## src/rtl/video_timing_gen.sv

```systemverilog
// rtl/video_timing_gen.sv - pixel-clock sync/DE timing generator with one-cycle-early pixel requests
//
// Ports:
//   pixel_clk, sys_rst_n       clock, asynchronous active-low reset
//   pixel_data[23:0]           RGB888 from renderer, returned one cycle after data_req
//   test_mode                  selects colour bars (COLOR_BAR_EN builds only)
//   pixel_xpos, pixel_ypos     requested coordinate, zero outside the request window
//   data_req                   coordinate request strobe, one cycle ahead of video_de
//   video_hs, video_vs         sync outputs, polarity set by HS_POL / VS_POL
//   video_de, video_rgb        data enable and aligned RGB888 to encoder
//   frame_start                high while h_cnt = 0 and v_cnt = 0
//
// Optional build macro: COLOR_BAR_EN adds an eight-bar test pattern selected by test_mode.
module video_timing_gen #(
    parameter logic [10:0] H_SYNC  = 11'd40,
    parameter logic [10:0] H_BACK  = 11'd220,
    parameter logic [10:0] H_DISP  = 11'd1280,
    parameter logic [10:0] H_FRONT = 11'd110,
    parameter logic [10:0] V_SYNC  = 11'd5,
    parameter logic [10:0] V_BACK  = 11'd20,
    parameter logic [10:0] V_DISP  = 11'd720,
    parameter logic [10:0] V_FRONT = 11'd5,
    parameter logic        HS_POL  = 1'b1,
    parameter logic        VS_POL  = 1'b1
) (
    input  logic        pixel_clk,
    input  logic        sys_rst_n,
    input  logic [23:0] pixel_data,
    input  logic        test_mode,
    output logic [10:0] pixel_xpos,
    output logic [10:0] pixel_ypos,
    output logic        data_req,
    output logic        video_hs,
    output logic        video_vs,
    output logic        video_de,
    output logic [23:0] video_rgb,
    output logic        frame_start
);

    localparam logic [10:0] H_TOTAL   = H_SYNC + H_BACK + H_DISP + H_FRONT;
    localparam logic [10:0] V_TOTAL   = V_SYNC + V_BACK + V_DISP + V_FRONT;
    localparam logic [10:0] H_ACT     = H_SYNC + H_BACK;
    localparam logic [10:0] H_END     = H_ACT + H_DISP;
    localparam logic [10:0] H_REQ     = H_ACT - 11'd1;
    localparam logic [10:0] H_REQ_END = H_END - 11'd1;
    localparam logic [10:0] V_ACT     = V_SYNC + V_BACK;
    localparam logic [10:0] V_END     = V_ACT + V_DISP;

    logic [10:0] h_cnt;
    logic [10:0] v_cnt;
    logic        v_win;

    always_ff @(posedge pixel_clk or negedge sys_rst_n) begin
        if (!sys_rst_n) begin
            h_cnt <= 11'd0;
            v_cnt <= 11'd0;
        end else if (h_cnt == H_TOTAL - 11'd1) begin
            h_cnt <= 11'd0;
            v_cnt <= (v_cnt == V_TOTAL - 11'd1) ? 11'd0 : v_cnt + 11'd1;
        end else begin
            h_cnt <= h_cnt + 11'd1;
        end
    end

    assign v_win       = (v_cnt >= V_ACT) && (v_cnt < V_END);
    assign video_hs    = (h_cnt < H_SYNC) ? HS_POL : ~HS_POL;
    assign video_vs    = (v_cnt < V_SYNC) ? VS_POL : ~VS_POL;
    assign video_de    = v_win && (h_cnt >= H_ACT) && (h_cnt < H_END);
    // Request leads DE by one pixel so the renderer's registered data lands on DE.
    assign data_req    = v_win && (h_cnt >= H_REQ) && (h_cnt < H_REQ_END);
    assign pixel_xpos  = data_req ? (h_cnt - H_REQ) : 11'd0;
    assign pixel_ypos  = data_req ? (v_cnt - V_ACT) : 11'd0;
    assign frame_start = (h_cnt == 11'd0) && (v_cnt == 11'd0);

`ifdef COLOR_BAR_EN
    localparam logic [10:0] BAR_W = H_DISP / 11'd8;

    logic [23:0] bar_rgb;
    logic [23:0] bar_next;

    // Comparator chain on the requested x; bar order is white, yellow, cyan,
    // green, magenta, red, blue, black.
    always_comb begin
        bar_next = 24'h000000;
        if      (pixel_xpos < BAR_W)          bar_next = 24'hFFFFFF;
        else if (pixel_xpos < BAR_W * 11'd2)  bar_next = 24'hFFFF00;
        else if (pixel_xpos < BAR_W * 11'd3)  bar_next = 24'h00FFFF;
        else if (pixel_xpos < BAR_W * 11'd4)  bar_next = 24'h00FF00;
        else if (pixel_xpos < BAR_W * 11'd5)  bar_next = 24'hFF00FF;
        else if (pixel_xpos < BAR_W * 11'd6)  bar_next = 24'hFF0000;
        else if (pixel_xpos < BAR_W * 11'd7)  bar_next = 24'h0000FF;
        else                                  bar_next = 24'h000000;
    end

    // Registered on the request cycle, so it lines up with DE like pixel_data.
    always_ff @(posedge pixel_clk or negedge sys_rst_n) begin
        if (!sys_rst_n) begin
            bar_rgb <= 24'h000000;
        end else if (data_req) begin
            bar_rgb <= bar_next;
        end
    end

    assign video_rgb = !video_de ? 24'h000000 : (test_mode ? bar_rgb : pixel_data);
`else
    logic unused_test_mode;
    assign unused_test_mode = test_mode;
    assign video_rgb = video_de ? pixel_data : 24'h000000;
`endif

endmodule

```

## config.mk

```make
export PLATFORM = sky130hd
export DESIGN_NAME = video_timing_gen
export DESIGN_NICKNAME = d
export VERILOG_FILES = /design/src/rtl/video_timing_gen.sv
export SDC_FILE = /design/constraint.sdc
export NUM_CORES = 1
export LEC_CHECK = 0
export CAP_MARGIN = 10
export CORE_UTILIZATION = 42
export CTS_CLUSTER_SIZE = 25
export DETAILED_ROUTE_END_ITERATION = 10
export HOLD_SLACK_MARGIN = 0.06
export PLACE_DENSITY = 0.77
export SLEW_MARGIN = 25
export SYNTH_ARGS = -nofsm -noshare
export SYNTH_HDL_FRONTEND = slang
export SYNTH_SLANG_ARGS = --single-unit
```

## constraint.sdc

```tcl
create_clock -name pixel_clk -period 1.99 [get_ports pixel_clk]
set_input_delay 0.4975 -clock pixel_clk [delete_from_list [all_inputs] [get_ports pixel_clk]]
set_output_delay 0.4975 -clock pixel_clk [all_outputs]
set_load 0.02 [all_outputs]
```

==> results of run 1 <==
registers in the layout, indices dropped and copies added (netlist names):
name and flops:
h_cnt 11, v_cnt 11
worst register-to-register path: stages, from the launching register on:
cell and delay [ps]:
sky130_fd_sc_hd__dfrtp_1 410, sky130_fd_sc_hd__buf_6 140, sky130_fd_sc_hd__buf_6 120, sky130_fd_sc_hd__buf_6 120, sky130_fd_sc_hd__and4bb_2 290, sky130_fd_sc_hd__nand4_1 170, sky130_fd_sc_hd__buf_4 200, sky130_fd_sc_hd__buf_2 180
sky130_fd_sc_hd__a21oi_1 220, sky130_fd_sc_hd__mux2i_1 130
area by class of cell:
class | count | area (um^2) | area share [%]
clock buffer | 4 | 55.1 | 1.10
inverter | 9 | 36.3 | 0.724
multi-input combinational | 212 | 2290 | 45.7
sequential | 22 | 554 | 11.1
timing repair buffer | 197 | 1990 | 39.7
tap | 70 | 87.6 | 1.75
cells in the final DEF (no fill, tap or decap), types with 9 or more instances in the layout:
cell                              netlist  routed
sky130_fd_sc_hd__nor3_4                 0      21
sky130_fd_sc_hd__o21ai_0               11       9
sky130_fd_sc_hd__buf_12                 0      14
sky130_fd_sc_hd__xnor2_1               11      11
sky130_fd_sc_hd__nand3_1               13      12
sky130_fd_sc_hd__buf_4                  2     106
sky130_fd_sc_hd__buf_6                  7      44
sky130_fd_sc_hd__dfrtp_1               22      19
sky130_fd_sc_hd__clkdlybuf4s50_1        0      25
sky130_fd_sc_hd__nor2_1                14      12
sky130_fd_sc_hd__nor4bb_4               1      24
sky130_fd_sc_hd__nand2_1               20      18
per-stage QoR:
stage                     worst slack [ps]  TNS (ps)
after global placement                -741    -34270
after global routing                  -930    -41770
after floorplan                       -319    -12020
final                                 -909    -40010
after CTS                             -693    -27920
after detailed placement              -871    -37250
per-layer routing:
metal	GRT usage, %	wire [um]	up-vias
met5	0	0	-
met1	43.7	4940	1678
met4	11.7	1250	0
met2	69.2	6790	390
met3	6.31	1750	131
li1	-	-	1347
worst max path at each step:
stage / startpoint / to / slack [ps]
floorplan: v_cnt[1] / video_rgb[16] / -320
global placement: v_cnt[1] / pixel_xpos[1] / -740
detailed placement: v_cnt[1] / video_rgb[2] / -870
CTS: v_cnt[1] / video_rgb[16] / -690
global route: v_cnt[1] / video_rgb[14] / -930
finish: v_cnt[1] / video_rgb[14] / -910
power by group through the flow:
stage	logic, uW	registers (uW)	clock network, uW
4_1_cts	80.6	447	329
3_5_place_dp	78.2	455	0
6_report	87.4	447	348
5_1_grt	90.3	447	359
3_3_place_gp	76.1	455	0
2_1_floorplan	17.5	456	0
kinds of logic after synthesis:
group	count (synthesis)
XOR/XNOR	20
AND/OR/NAND/NOR	145
adder cells (fa/ha/maj)	7
AO/OA/AOI/OAI	36
flip-flops	22
multiplexers	4
buffers and inverters	39
repair_timing:
item                                    CTS  global route
buffers inserted                         25            20
cloned                                    4             3
endpoints found under the setup margin   51            61
pin swaps                                24            26
hold endpoints to repair                  0             0
resized for setup                       319            44
==> impl_summary.log, run 1 <==
INFO  metric run_status = finished, violations left
INFO  metric violated_checks = setup timing
INFO  metric number_of_flops_mapped_to_enable_cells_by_yosys = 0
INFO  metric clock_latency = roughly 270 ps
INFO  metric power_frac_seq = about 50%
INFO  metric leakagePower = roughly 0.0032 uW
INFO  metric synth.largest_area_cell = sky130_fd_sc_hd__dfrtp_1
INFO  metric critical_path.endpoint_type = output port
INFO  metric synthToLayoutAreaGrowth = 113%
INFO  metric whs = 581 ps
INFO  metric startpoint_types = flip-flop
INFO  metric first_global_vias = between 3k and 4k
INFO  metric min-delay-path-class = in2async
INFO  metric place.detailed.instances = about 460
INFO  metric critical-path-slowest-cell = sky130_fd_sc_hd__dfrtp_1
INFO  metric cts-hold-fix-buffers = 0
INFO  metric final.setup.worst_slack = -909 ps
INFO  metric tritoncts = built
INFO  metric yosysSeqAreaShare = 23.3%
INFO  metric ff_to_ff_start = h_cnt[7]
INFO  metric pin_count = 78
INFO  metric synthDominantCellAreaShare = a little under a quarter
INFO  metric critPathArrivalTime = around 2400 ps
INFO  metric synth_cell_types = 55
INFO  metric final_routed_drc_violation_total = 0
INFO  metric drt_first_iter_violations = between 400 and 500
INFO  metric wire_length_of_the_first_global_routing_pass = 17,200 um
INFO  metric filler_cell_count = roughly 120
INFO  metric synthSimpleGateAreaFrac = between 40% and 50%
INFO  metric drive_above_1_share = approximately 59%
INFO  metric layout.nets = 479
INFO  metric synth_top_family_by_area = simple AND/OR/NAND/NOR gates
INFO  metric crit-reg2reg-capture = v_cnt[5]
INFO  metric vias_per_cell = between 6 and 7
INFO  metric layout_cell_area_excl_fill = ~5000 um^2
INFO  metric n_antenna_cell = 0
INFO  metric synthMuxAreaShare = under 10%
INFO  metric critical_path.cell_chain = inv_2, ha_4, nor4_2, o211ai_1, buf_4, nand3_4, buf_12, buf_12, nor4bb_4, buf_4
INFO  metric critical_path.n_buffers_inverters = 5
INFO  metric timing.critical_path.max_delay_family = buffers and inverters
INFO  metric synthTopCellsByCount = sky130_fd_sc_hd__nor3_1 (27), sky130_fd_sc_hd__dfrtp_1 (22), sky130_fd_sc_hd__nand2_1 (20)
INFO  metric via_count = about 3.5k
INFO  metric postSynth.asyncResetShare = 100%
INFO  metric postLayoutCoreUtil = between 90 and 100%
INFO  metric p_comb_share = 9.9%
INFO  metric placement_rows = 26
INFO  metric non_filler_instance_count_after_layout = slightly above 500
INFO  metric compound_gate_portion_of_the_synthesized_area = a little over a tenth
INFO  metric slew_viol_final = 0
INFO  metric rsz_0062_raised_after_global_routing = true
INFO  metric dieWidth = 76.9 um
INFO  metric r2r_slack = -100 ps
INFO  metric starting_utilization_of_the_core_area = 44.8%
INFO  metric clkTransAtPathRegs = 90 ps
INFO  metric cap_viol_max_count = 0
INFO  metric post-layout-total-power = between 800 and 900 uW
INFO  metric critical_path_required = about 1500 ps
INFO  metric synthTopCellsByArea = sky130_fd_sc_hd__dfrtp_1 (23%), sky130_fd_sc_hd__nor4bb_2 (6.2%), sky130_fd_sc_hd__nor4bb_1 (5.9%)
INFO  metric synth.avg_cell_area = ~8.6 um^2
INFO  metric yosys_warnings = 0
INFO  metric worst-setup-path-type = reg2out
INFO  metric worst-path-stages = 10
INFO  metric cts.path.max_buffers = 2
INFO  metric power_frac_clock = about two fifths
INFO  metric worstRegToRegCells = 9
INFO  metric finalCriticalPeriod = between 2000 and 3000 ps
INFO  metric worstMarginPinSlew = between 500 and 600 ps
INFO  metric power.switching = around 190 uW
INFO  metric numClockSinks = 22
INFO  metric ctsHtreeMaxLevel = 1
INFO  metric port_buffers = 76
INFO  metric cts.root.buffer_cell = sky130_fd_sc_hd__clkbuf_8
INFO  metric synthesis.area = between 2000 and 2500 um^2
INFO  metric synth-seq-cells = 22
INFO  metric power.density = ~180 nW/um^2
INFO  metric detailedRoute.firstPassIterationCount = 7
INFO  metric synth_xor_area_share = under 10%
INFO  metric power.ir.vdd_worst = 0.354 mV
INFO  metric place.detailed.hpwl = ~6200 um
INFO  metric report.final.hold_viol_count = 0
INFO  metric cts-buffers-inserted = 3
INFO  metric achievable-frequency = between 0.3 and 0.4 GHz
INFO  metric grt_usage = a little under two fifths
INFO  metric globalRouteOverflowTotal = 0
INFO  metric period_share = 146%
INFO  metric die_height = just under 80 um
INFO  metric placeableCoreArea = ~5300 um^2
INFO  metric design.die.area = slightly below 6000 um^2
INFO  metric antenna_found_initial = 0
INFO  metric number_of_nets_in_the_synthesized_netlist = 307
INFO  metric number_of_antenna_violating_nets_in_the_routed_design = 0
INFO  metric dominantRegCellSynth = sky130_fd_sc_hd__dfrtp_1
INFO  metric grt_max_degree = 26
INFO  metric synth_cells = between 200 and 300
INFO  metric gpl.final_weighted_congestion = about 0.91
INFO  metric post_dp_cell_area = roughly 4100 um^2
INFO  metric worst_slew_margin_rel = 61.5%
INFO  metric cell_internal_pwr = between 600 and 700 uW
INFO  metric fin_skew = between 3 and 4 ps
INFO  metric power_switching_share = 22.0%
INFO  metric cp_max_fo = 10
INFO  metric adder_and_majority_gate_portion_of_the_synthesized_area = approximately 3.7%
INFO  metric post-synth-top-count-cell = sky130_fd_sc_hd__nor3_1
INFO  metric critPathMaxStageDelay = 470 ps
INFO  metric setup_violations = 60
INFO  metric routedWlPerCell = between 20 and 30 um
INFO  metric wirelength = 14,700 um
(Power assumes the default switching activity.)
==> inputs of run 2 (changes only) <==
--- a/config.mk
+++ b/config.mk
@@ -11,6 +11,7 @@
 export DETAILED_ROUTE_END_ITERATION = 10
 export HOLD_SLACK_MARGIN = 0.06
 export PLACE_DENSITY = 0.77
+export SKIP_LAST_GASP = 1
 export SLEW_MARGIN = 25
 export SYNTH_ARGS = -nofsm -noshare
 export SYNTH_HDL_FRONTEND = slang
==> impl_summary.log, run 2 (same netlist as run 1, synthesis figures left out) <==
INFO  metric post_placement_setup_slack = -871 ps
INFO  metric final_common_cell = sky130_fd_sc_hd__buf_4
INFO  metric gpl.final_weighted_congestion = 0.913
INFO  metric clkTransAtPathRegs = ~100 ps
INFO  metric leakagePower = between 0.003 and 0.004 uW
INFO  metric wirelength = 14,400 um
INFO  metric rsz_0062_raised_after_global_routing = true
INFO  metric critical_path.cell_chain = buf_4, nand2_1, o211ai_1, buf_4, nand3_4, buf_12, buf_16, nor4bb_2, buf_4
INFO  metric gr-usage-met2 = 66.8%
INFO  metric critPathArrivalTime = about 2500 ps
INFO  metric synthToLayoutAreaGrowth = 108%
INFO  metric critical-path-slowest-cell = sky130_fd_sc_hd__dfrtp_1
INFO  metric worst-setup-path-type = reg2out
INFO  metric design.die.area = around 6000 um^2
INFO  metric die_height = roughly 77 um
INFO  metric run_status = finished, violations left
INFO  metric placement_rows = 26
INFO  metric tritoncts = built
INFO  metric numClockSinks = 22
INFO  metric filler_cell_count = 157
INFO  metric wire_length_of_the_first_global_routing_pass = between 15,000 and 20,000 um
INFO  metric drive_above_1_share = between 50% and 60%
INFO  metric detailedRoute.firstPassIterationCount = 5
INFO  metric critPathMaxStageDelay = around 360 ps
INFO  metric cts-buffers-inserted = 3
INFO  metric cts.path.max_buffers = 2
INFO  metric cts.root.buffer_cell = sky130_fd_sc_hd__clkbuf_8
INFO  metric setup_violations = 60
INFO  metric dieWidth = a little under 80 um
INFO  metric non_filler_instance_count_after_layout = a little over 500
INFO  metric met1_track_utilization_from_global_routing = roughly two fifths
INFO  metric finalCriticalPeriod = approximately 3000 ps
INFO  metric postLayoutCoreUtil = 93.0%
INFO  metric achievable-frequency = approximately 0.33 GHz
INFO  metric worst_slew_margin_rel = a little under half
INFO  metric worstMarginPinSlew = roughly 790 ps
INFO  metric power_frac_seq = 50.3%
INFO  metric pin_count = just under 80
INFO  metric power_switching_share = a little under a quarter
INFO  metric mostFrequentLayoutCells = sky130_fd_sc_hd__buf_4 (112), sky130_fd_sc_hd__buf_6 (34), sky130_fd_sc_hd__clkdlybuf4s50_1 (25), sky130_fd_sc_hd__nor4bb_4 (21), sky130_fd_sc_hd__nor3_4 (20)
INFO  metric globalRouteOverflowTotal = 0
INFO  metric port_buffers = 76
INFO  metric via_count = 3,505
INFO  metric crit_path_frequent_cell = sky130_fd_sc_hd__buf_4
INFO  metric ctsHtreeMaxLevel = 1
INFO  metric final.setup.worst_slack = -1010 ps
INFO  metric number_of_antenna_violating_nets_in_the_routed_design = 0
INFO  metric vias_per_cell = 6.85
INFO  metric fin_skew = between 7 and 8 ps
INFO  metric first_global_vias = between 3k and 4k
INFO  metric gr-max-usage-layer = met2
INFO  metric global_route.usage.met3 = approximately 6.5%
INFO  metric drt_first_iter_violations = 484
INFO  metric place.detailed.hpwl = just over 6000 um
INFO  metric final_routed_drc_violation_total = 0
INFO  metric power_frac_clock = around two fifths
INFO  metric power.density = around 180 nW/um^2
INFO  metric cap_viol_max_count = 0
INFO  metric layout.nets = ~480
INFO  metric min-delay-path-class = in2async
INFO  metric cts-hold-fix-buffers = 0
INFO  metric grt_max_degree = 26
INFO  metric cell_internal_pwr = between 600 and 700 uW
INFO  metric p_comb_share = around 10%
INFO  metric report.final.hold_viol_count = 0
INFO  metric finalSetupTns = -43,830 ps
INFO  metric starting_utilization_of_the_core_area = 44.8%
INFO  metric power.switching = 201 uW
INFO  metric critical_path_required = roughly 1500 ps
INFO  metric critical_path.endpoint_type = output port
INFO  metric post-layout-total-power = around 890 uW
INFO  metric period_share = 151%
INFO  metric cp_max_fo = 7
INFO  metric startpoint_types = flip-flop
INFO  metric placeableCoreArea = approximately 5300 um^2
INFO  metric antenna_found_initial = 2
INFO  metric layout_top_registers = h_cnt (11), v_cnt (11)
INFO  metric place.detailed.instances = about 460
INFO  metric power.ir.vdd_worst = 0.551 mV
INFO  metric grt_usage = a little over a third
INFO  metric slew_viol_final = 0
INFO  metric clock_latency = roughly 280 ps
INFO  metric violated_checks = setup timing
INFO  metric routedWlPerCell = roughly 28 um
-- run 2: cell count changes in the layout (fill, tap and decap cells not counted), moves of 2 or more --
| cell | change |
|---|---|
| sky130_fd_sc_hd__buf_6 | -10 |
| sky130_fd_sc_hd__buf_4 | +6 |
| sky130_fd_sc_hd__nor4bb_2 | +3 |
| sky130_fd_sc_hd__nor4bb_4 | -3 |
| sky130_fd_sc_hd__buf_12 | +2 |
| sky130_fd_sc_hd__o21ai_0 | +2 |
-- run 2: through the flow --
step,area [um^2],hold slack [ps]
5_1_grt,4900,596
4_1_cts,4580,586
6_report,4900,617
3_5_place_dp,4140,588
3_3_place_gp,4140,585
2_1_floorplan,2890,202
-- run 2: timing repair --
action,4_1_cts,5_1_grt
setup endpoints to repair,51,65
pin swaps,23,24
gates resized for setup,307,37
gates cloned,4,3
setup buffers,25,19
-- run 2: path summary, 6_finish.rpt --
path	startpoint	endpoint	slack (ps)	cells after the start
hold / removal	sys_rst_n	h_cnt[5]	620	2
min in group pixel_clk	h_cnt[1]	h_cnt[3]	670	2
hold reg to reg	h_cnt[1]	h_cnt[3]	670	2
setup reg to reg	v_cnt[0]	v_cnt[9]	-180	7
setup / recovery	v_cnt[4]	video_rgb[23]	-1010	9
max in group asynchronous	sys_rst_n	v_cnt[0]	1110	2
-- run 2: power by group through the flow --
stage / registers (uW) / clock network (uW) / logic [uW]
2_1_floorplan: 456 / 0 / 17.5
4_1_cts: 447 / 329 / 80.1
3_5_place_dp: 455 / 0 / 78.2
6_report: 447 / 354 / 87.7
5_1_grt: 447 / 388 / 89.9
3_3_place_gp: 455 / 0 / 76.1
-- run 2: cell type report --
class	instances	area (um^2)	area share (%)
Inverter	9	33.8	0.689
Antenna cell	1	2.50	0.0511
Multi-Input combinational cell	212	2240	45.7
Tap cell	70	87.6	1.79
Clock buffer	4	55.1	1.12
Timing Repair Buffer	194	1920	39.3
Sequential cell	22	556	11.3
-- run 2: routing by layer --
layer	vias to the layer above	wire (um)
met4	2	1560
met3	153	1670
met2	393	6500
met5	-	11
met1	1624	4690
li1	1333	-
-- run 2: critical path: cells and delay by family (launching register included) --
| kind | cells | cell delay, ps |
|---|---|---|
| buf+inv | 5 | 900 |
| simple gates | 3 | 640 |
| flops | 1 | 360 |
| compound gates | 1 | 330 |
==> inputs of run 3 (changes only) <==
--- a/config.mk
+++ b/config.mk
@@ -11,6 +11,7 @@
 export DETAILED_ROUTE_END_ITERATION = 10
 export HOLD_SLACK_MARGIN = 0.06
 export PLACE_DENSITY = 0.77
+export RECOVER_POWER = 100
 export SKIP_LAST_GASP = 1
 export SLEW_MARGIN = 25
 export SYNTH_ARGS = -nofsm -noshare
==> impl_summary.log, run 3 (same netlist as run 1, synthesis figures left out) <==
INFO  metric run_status = finished, violations left
INFO  metric violated_checks = setup timing
INFO  metric first_global_vias = between 3k and 4k
INFO  metric final_common_cell = sky130_fd_sc_hd__buf_4
INFO  metric report.final.hold_viol_count = 0
INFO  metric ctsHtreeMaxLevel = 1
INFO  metric mostFrequentLayoutCells = sky130_fd_sc_hd__buf_4 (109), sky130_fd_sc_hd__buf_6 (34), sky130_fd_sc_hd__clkdlybuf4s50_1 (25), sky130_fd_sc_hd__nor4bb_4 (21), sky130_fd_sc_hd__nor3_4 (20)
INFO  metric startpoint_types = flip-flop
INFO  metric hold_path.startpoint = h_cnt[1]
INFO  metric cap_viol_max_count = 0
INFO  metric design.die.area = just under 6000 um^2
INFO  metric ff_to_ff_start = v_cnt[0]
INFO  metric min-delay-path-class = reg2reg
INFO  metric cts-buffers-inserted = 3
INFO  metric post_dp_cell_area = 4140 um^2
INFO  metric post-layout-total-power = 885 uW
INFO  metric wirelength = ~14,000 um
INFO  metric grt_usage = 36.5%
INFO  metric power.ir.vdd_worst = roughly 0.55 mV
INFO  metric final_routed_drc_violation_total = 0
INFO  metric fin_skew = approximately 6.9 ps
INFO  metric pin_count = just under 80
INFO  metric leakagePower = between 0.003 and 0.004 uW
INFO  metric dieWidth = 76.9 um
INFO  metric whs = between 600 and 700 ps
INFO  metric via_count = ~3.5k
INFO  metric whs_endpoint = h_cnt[3]
INFO  metric cts.path.max_buffers = 2
INFO  metric worstMarginPinSlew = 1350 ps
INFO  metric achievable-frequency = approximately 0.33 GHz
INFO  metric clock_latency = between 200 and 300 ps
INFO  metric detailedRoute.firstPassIterationCount = 6
INFO  metric global_route.usage.met3 = under 10%
INFO  metric gr-max-usage-layer = met2
INFO  metric placement_rows = 26
INFO  metric rsz_0062_raised_after_global_routing = true
INFO  metric placeableCoreArea = 5270 um^2
INFO  metric grt_max_degree = 26
INFO  metric antenna_found_initial = 2
INFO  metric worstRegToRegCells = 7
INFO  metric slew_viol_final = 0
INFO  metric place.detailed.hpwl = a little over 6000 um
INFO  metric wire_length_of_the_first_global_routing_pass = ~17,000 um
INFO  metric tritoncts = built
INFO  metric die_height = slightly below 80 um
INFO  metric layout.nets = approximately 480
INFO  metric crit-reg2reg-capture = v_cnt[9]
INFO  metric power.density = approximately 180 nW/um^2
INFO  metric gr-usage-met2 = about two thirds
INFO  metric drt_first_iter_violations = between 400 and 500
INFO  metric worst-setup-path-type = reg2out
INFO  metric drive_above_1_share = slightly below 60%
INFO  metric routedWlPerCell = ~28 um
INFO  metric layout_top_registers = h_cnt (11), v_cnt (11)
INFO  metric number_of_antenna_violating_nets_in_the_routed_design = 0
INFO  metric clkTransAtPathRegs = 90 ps
INFO  metric r2r_slack = -200 ps
INFO  metric critical_path.endpoint_type = output port
INFO  metric met1_track_utilization_from_global_routing = between 40% and 50%
INFO  metric setup_violations = 69
INFO  metric critical_path_required = around 1500 ps
INFO  metric numClockSinks = 22
INFO  metric port_buffers = between 70 and 80
INFO  metric gpl.final_weighted_congestion = 0.913
INFO  metric final.setup.worst_slack = -1030 ps
INFO  metric finalSetupTns = -45,700 ps
INFO  metric critPathArrivalTime = about 2500 ps
INFO  metric cts.root.buffer_cell = sky130_fd_sc_hd__clkbuf_8
INFO  metric vias_per_cell = a little under 7
INFO  metric postLayoutCoreUtil = 92.8%
INFO  metric globalRouteOverflowTotal = 0
INFO  metric starting_utilization_of_the_core_area = between 40 and 50%
INFO  metric synthToLayoutAreaGrowth = 107%
INFO  metric cts-hold-fix-buffers = 0
INFO  metric cp_max_fo = 7
INFO  metric layout_cell_area_excl_fill = 4890 um^2
INFO  metric finalCriticalPeriod = approximately 3000 ps
INFO  metric worst_slew_margin_rel = approximately a tenth
INFO  metric period_share = 152%
INFO  metric hold_path_stages = 2
==> run 3: critical path, cell delays in order, from the launching register on <==
cell and delay [ps]:
sky130_fd_sc_hd__dfrtp_1 370, sky130_fd_sc_hd__buf_4 150, sky130_fd_sc_hd__nand2_1 190, sky130_fd_sc_hd__o211ai_1 340
sky130_fd_sc_hd__buf_4 200, sky130_fd_sc_hd__nand3_4 110, sky130_fd_sc_hd__buf_12 190, sky130_fd_sc_hd__buf_16 150
sky130_fd_sc_hd__nor4bb_2 340, sky130_fd_sc_hd__buf_4 220
==> run 3: stage by stage <==
stage / std cells / worst slack [ps]
finish: 512 / -1030
global route: 511 / -1070
CTS: 494 / -693
detailed placement: 462 / -871
global placement: 462 / -741
floorplan: 273 / -319
==> run 3: cell type report <==
type                    instances  area [um^2]
multi-input cells             212         2240
diodes                          1         2.50
fillers                       159          378
clock buffers                   4         55.1
repair buffers                194         1920
inverters                       9         33.8
well taps                      70         87.6
flip-flops and latches         22          556
==> run 3: timing repair <==
action                     4_1_cts  5_1_grt
cloned                           4        3
setup endpoints to repair       51       65
buffers inserted                25       19
resized for setup              307       37
pin swaps                       23       24
==> run 3: power breakdown <==
part,leakage (uW),internal [uW],total (uW),switching [uW]
Clock,0.0000288,177,351,174
Sequential,0.000289,447,447,0
Combinational,0.00270,62.0,87.0,24.9
Total,0.00302,686,885,199
==> run 3: worst max path at each step <==
stage                         from             to  slack (ps)  cells after the start
after floorplan           v_cnt[1]  video_rgb[16]        -320                      6
after detailed placement  v_cnt[1]   video_rgb[2]        -870                      8
final                     v_cnt[4]  video_rgb[23]       -1030                      9
after CTS                 v_cnt[1]  video_rgb[16]        -690                      7
after global placement    v_cnt[1]  pixel_xpos[1]        -740                      9
after global routing      v_cnt[4]  video_rgb[23]       -1070                      9
==> run 3: per-layer routing <==
metal	vias to the layer above	share of wire (%)
li1	1343	-
met2	381	45
met4	2	11
met1	1636	32
met3	149	12
met5	-	0.076
